## config.mk

```make
export PLATFORM = sky130hd
export DESIGN_NAME = m68k_ram_bridge
export DESIGN_NICKNAME = d
export VERILOG_FILES = /design/src/rtl/m68k_ram_bridge.sv
export SDC_FILE = /design/constraint.sdc
export NUM_CORES = 1
export LEC_CHECK = 0
export CORE_MARGIN = 1
export CORE_UTILIZATION = 38
export DETAILED_ROUTE_END_ITERATION = 10
export PLACE_DENSITY = 0.79
export SLEW_MARGIN = 20
export SYNTH_ARGS = -nofsm -noshare
export SYNTH_HDL_FRONTEND = slang
export SYNTH_SLANG_ARGS = --single-unit
```

## constraint.sdc

```tcl
create_clock -name clock -period 1.8 [get_ports clock]
set_input_delay 0.18 -clock clock [delete_from_list [all_inputs] [get_ports clock]]
set_output_delay 0.18 -clock clock [all_outputs]
set_load 0.005 [all_outputs]
```

## src/rtl/m68k_ram_bridge.sv

```systemverilog
// Bridges raw 68000 bus cycles onto a byte-laned 16-bit work RAM with
// programmable wait states, a DTACK_n handshake and an external hold.
module m68k_ram_bridge #(
   parameter int WIDTHAD     = 10,
   parameter int WAIT_STATES = 1
) (
   input  logic               clock,
   input  logic               reset_n,
   input  logic               cs,
   input  logic               as_n,
   input  logic               uds_n,
   input  logic               lds_n,
   input  logic               rw,
   input  logic [WIDTHAD-1:0] addr,
   input  logic [15:0]        din,
   output logic [15:0]        dout,
   output logic               dtack_n,
   input  logic               ram_hold,
   output logic [WIDTHAD-1:0] ram_address,
   output logic [15:0]        ram_data,
   output logic               ram_we_uds_n,
   output logic               ram_we_lds_n,
   input  logic [15:0]        ram_q
);

   typedef enum logic [1:0] {
      ST_IDLE,
      ST_WAIT,
      ST_ACCESS,
      ST_ACK
   } state_t;

   localparam logic [3:0] WAIT_LOAD = (WAIT_STATES > 0) ? 4'(WAIT_STATES - 1) : 4'd0;

   state_t     state;
   logic [3:0] wait_cnt;
   logic       is_read;
   logic       lane_u;
   logic       lane_l;
   logic       request;
   logic       write_now;

   assign request = cs && !as_n && (!uds_n || !lds_n);

   // Strobes are decoded from state so the RAM sees exactly one write clock,
   // and never while another agent owns it.
   assign write_now    = (state == ST_ACCESS) && !is_read && !ram_hold;
   assign ram_we_uds_n = !(write_now && lane_u);
   assign ram_we_lds_n = !(write_now && lane_l);

   always_ff @(posedge clock or negedge reset_n) begin
      if (!reset_n) begin
         state       <= ST_IDLE;
         wait_cnt    <= 4'd0;
         is_read     <= 1'b0;
         lane_u      <= 1'b0;
         lane_l      <= 1'b0;
         dout        <= 16'd0;
         dtack_n     <= 1'b1;
         ram_address <= '0;
         ram_data    <= 16'd0;
      end else begin
         case (state)
            ST_IDLE: begin
               if (request) begin
                  ram_address <= addr;
                  ram_data    <= din;
                  is_read     <= rw;
                  lane_u      <= !uds_n;
                  lane_l      <= !lds_n;
                  wait_cnt    <= WAIT_LOAD;
                  if (WAIT_STATES > 0)
                     state <= ST_WAIT;
                  else
                     state <= ST_ACCESS;
               end
            end
            ST_WAIT: begin
               if (as_n)
                  state <= ST_IDLE;
               else if (wait_cnt == 4'd0)
                  state <= ST_ACCESS;
               else
                  wait_cnt <= wait_cnt - 4'd1;
            end
            // A held access may still be abandoned by the CPU.
            ST_ACCESS: begin
               if (ram_hold) begin
                  if (as_n)
                     state <= ST_IDLE;
               end else begin
                  if (is_read)
                     dout <= ram_q;
                  dtack_n <= 1'b0;
                  state   <= ST_ACK;
               end
            end
            ST_ACK: begin
               if (as_n) begin
                  dtack_n <= 1'b1;
                  state   <= ST_IDLE;
               end
            end
            default: state <= ST_IDLE;
         endcase
      end
   end

endmodule

```

* Yosys cells after proc, flatten, opt, wreduce, memory -nomap -nowiden
Index checks and enable logic that the tools add are counted. Widths: inputs -> output; s select.
Word-level totals: output and inout bits 45, bits of input ports 50, flip-flop bits (word level) 52, logic and storage cells 56
Operators by class: bitwise gates (word level) 1, reductions and logical operators 23, $add $sub $neg 1, muxes and demuxes 13, equal/unequal tests 9
Operators with widths (number):
- $mux 4 | 3
- $mux 2 | 5
- $ne 2x2->1 const B | 5
- $pmux 2 s4 | 1
- $pmux 4 s2 | 1
- $logic_not 1->1 | 7
- $logic_and 1x1->1 | 6
- $reduce_and 3->1 | 2
- $eq 2x2->1 const B | 2
- $logic_not 4->1 | 1
- $reduce_and 2->1 | 2
- $reduce_and 4->1 | 1
- $reduce_bool 2->1 | 2
- $sub 4x1->4 const B | 1
- $ne 3x3->1 const B | 1
- $eq 2x1->1 const B | 1
- $logic_not 2->1 | 1
- $mux 1 | 2
- $pmux 1 s2 | 1
- $logic_or 1x1->1 | 1
- $not 1->1 | 1

* Depth between registers and ports, before layout
depth after elaboration 5, mapped depth 5, depth with buffers taken out 5

* Least setup slack after synthesis
No wires, ideal clock.
path kind reg2reg, start point register state[0], end point register ram_address[1], stages on the path, launching flop included 6, data required time 1.675 ns, slack 0.087 ns, period minus slack after synthesis 1.713 ns, setup time 0.125 ns, path buffers 2, arrival time 1.588 ns, cell sequence dfrtp_1 > or2_1 > or3_4 > buf_6 > buf_6 > mux2_4
Between the ends: longest elaborated chain between the ends 2
RTL lines:
- start: declaration | RTL line 35 | state_t state;
- start signal: assignment | RTL line 53 | state <= ST_IDLE;
- start signal: assignment | RTL line 73 | state <= ST_WAIT;
- start signal: assignment | RTL line 75 | state <= ST_ACCESS;
- $logic_not 2->1 | RTL line 63 | case (state)
- $reduce_and 2->1 (no source line)
- end signal: assignment | RTL line 66 | ram_address <= addr;
- end: declaration | RTL line 19 | output logic [WIDTHAD-1:0] ram_address,
No other way between the ends. A chain may end at the register's enable or synchronous reset.

* Worst setup path in the final report
start point register state[0], end point output port ram_we_lds_n
Between the ends: longest elaborated chain between the ends 5
RTL lines:
- $eq 2x2->1 | RTL line 47 | assign write_now = (state == ST_ACCESS) && !is_read && !ram_hold;
- $logic_and 1x1->1 (2 in series) | RTL line 47
- $logic_and 1x1->1 | RTL line 49 | assign ram_we_lds_n = !(write_now && lane_l);
- $logic_not 1->1 | RTL line 49
- end: declaration | RTL line 22 | output logic ram_we_lds_n,
No other way between the ends.

==> flow_metrics.tcl <==
set metrics [dict create \
    status "finished clean" \
    gp_congestion 0.768 \
    io_pins 95 \
    r2r-start "state[0]" \
    worstPathMaxFanout 2 \
    crit_end "ram_we_lds_n" \
    final_cell_mix "clkdlybuf4s50_1, dfrtp_1, mux2_2, buf_4, mux2_4" \
    grt_antenna_before_repair 0 \
    die_w_um 77.5 \
    start_kind "flop" \
    yosys_warnings 0 \
    worst_pin_slew_ns 0.654 \
    total_power_mw 4.88 \
    wire_per_inst_um 14.4 \
    drt_iter0_drc 47 \
    finalHoldViolCount 0 \
    drive_above_1_share 0.292 \
    vias_per_cell 4.84 \
    grt_pass1_vias 1604 \
    ir_drop_mv 0.591 \
    tritoncts "built" \
    antenna_cells 0 \
    design_area_mm2 0.00340 \
    synth_seq_cells 52 \
    min_period_over_period 0.955 \
    clk_latency_ns 0.30 \
    cp_num_cells 4 \
    initial_core_util 0.393 \
    syn_nets 197 \
    path_class "reg -> out" \
    dp_hpwl_um 3390 \
    ys_async_sr_fraction 1.00 \
    setup_violations 0 \
    syn_area_mm2 0.00217 \
    coreArea_mm2 0.00551 \
    worstSetupEndpointType "primary output" \
    path_cells "or3b_4, nor2_4, nand2_1, dlygate4sd2_1" \
    clock_path_buffers 2 \
    syn_avg_cell_area_um2 14.9 \
    cp.required_ns 1.62 \
    relSlewSlack 0.564 \
    crit_path_start "state[0]" \
    nets 309 \
    crit_arrival_ns 1.54 \
    drc 0 \
    cts-root-buf "clkbuf_8" \
    postPlaceCellArea_mm2 0.00326 \
    dieHeight_um 77.5 \
    synth-main-ff-cell "dfrtp_1" \
    synth.area.top_cells "dfrtp_1, mux2_2, mux2_4" \
    port_buffers 94 \
    vias 1593 \
    die-area_mm2 0.00601 \
    crit_buf_inv 1 \
    period_needed_ns 1.72 \
    clk_pin_slew_ns 0.09 \
    maxCapViolCount 0 \
    crit_slowest_cell "or3b_4" \
    grtUsageTotal 0.161 \
    layout_commonest_cell "clkdlybuf4s50_1" \
    regToRegEndpoint "ram_address[7]" \
    hp-class "in -> async" \
    rows 27 \
    first_pass_iters 4 \
    cts.sinks 52 \
    power_density_mw_per_mm2 1440 \
    synth-edff-count 0 \
    h-tree-depth 2 \
    skew_ns 0.00569 \
    grt_pass1_wl_um 7620 \
    critical_path.top_delay_family "simple AND/OR/NAND/NOR gates" \
    holdWs_ns 0.435 \
    yosysTopAreaCell "dfrtp_1" \
    r2r_cells 4 \
    grt_max_degree 30 \
    cts_made_buffers 5 \
    synth_top_area_share 0.589 \
    seq_area_frac_synth 0.601 \
    regToRegSetupSlack_ns 0.08 \
    crit_path_max_incr_delay_ns 0.42 \
    syn_to_final_growth_pct 56.8 \
    p_leak_nw 1.46 \
    max_freq_mhz 582 \
    synthDistinctLibCells 34 \
    ant_nets 0 \
    drv_slew 0 \
    gr-total-overflow 0 \
    synthCells 145 \
    rsz0062_at_grt "no" \
    routed_wl_um 4730 \
]
-- registers in the layout, indices dropped and copies added (netlist names) --
name         cells
lane_u           1
is_read          1
ram_address     10
ram_data        16
wait_cnt         4
dtack_n          1
lane_l           1
state            2
dout            16
-- per-stage QoR --
stage | std cells | setup WS [ns] | TNS, ns | util
finish | 329 | 0.0809 | 0 | 0.617
global route | 329 | 0.0150 | 0 | 0.617
CTS | 327 | 0.0130 | 0 | 0.612
detailed placement | 317 | -0.0951 | -3.11 | 0.591
global placement | 317 | -0.105 | -2.73 | 0.591
floorplan | 145 | 0.0871 | 0 | -
-- routing by layer --
metal / global-route usage / share of wire / up-vias
met5: 0 / 0 / -
met4: 0.0340 / 0.0078 / 0
met3: 0.0365 / 0.052 / 5
met2: 0.272 / 0.51 / 57
met1: 0.212 / 0.44 / 788
li1: - / - / 743
-- worst min-delay path by stage --
stage / slack [ns] / to / cells past startpoint / start
final: 0.43 / ram_data[3] / 2 / reset_n
after global placement: 0.24 / ram_data[0] / 1 / reset_n
after detailed placement: 0.26 / ram_data[0] / 1 / reset_n
after global routing: 0.48 / ram_address[5] / 2 / addr[5]
after CTS: 0.47 / ram_data[0] / 2 / reset_n
after floorplan: -0.12 / dout[0] / 0 / reset_n
-- power by group --
group          total (mW)  leakage [nW]  switching [mW]  internal [mW]
Combinational        2.24         0.783           0.672           1.57
Sequential           2.03         0.635           0.302           1.73
Clock               0.617        0.0400           0.353          0.264
-- final cells by class --
type	count	area [um^2]
sequential	52	1300
multi-input combinational	87	848
clock inverter	2	12.5
timing repair buffer	107	1060
inverter	4	15.0
fill	430	2110
tap	72	90.1
clock buffer	5	68.8
-- cell families (layout without fill, tap and decap cells) --
group           Yosys count  after routing  synth area share
fa+ha+maj                 2              2            0.0116
buf+inv                   8            118            0.0231
simple gates             23             25            0.0739
compound gates           16             16            0.0479
flops                    52             52             0.601
mux                      44             44             0.242
-- synthesized netlist by cell type (2+ instances only) --
library cell	instances
nand2_1	3
o21ai_0	4
inv_1	4
a21o_1	2
ha_1	2
nor3_1	3
nand2b_1	2
buf_6	2
nor2_1	3
a21oi_1	3
mux2_4	8
a31oi_1	3
dfrtp_1	51
mux2_2	35
-- what timing repair did --
item / CTS / global route
setup buffers: 2 / 0
gates cloned: 0 / 2
pin swaps: 2 / 3
endpoints found under the setup margin: 2 / 28
endpoints found under the hold margin: 26 / 0
hold buffers: 1 / 0
gates resized for setup: 5 / 3
(Power assumes the default switching activity.)
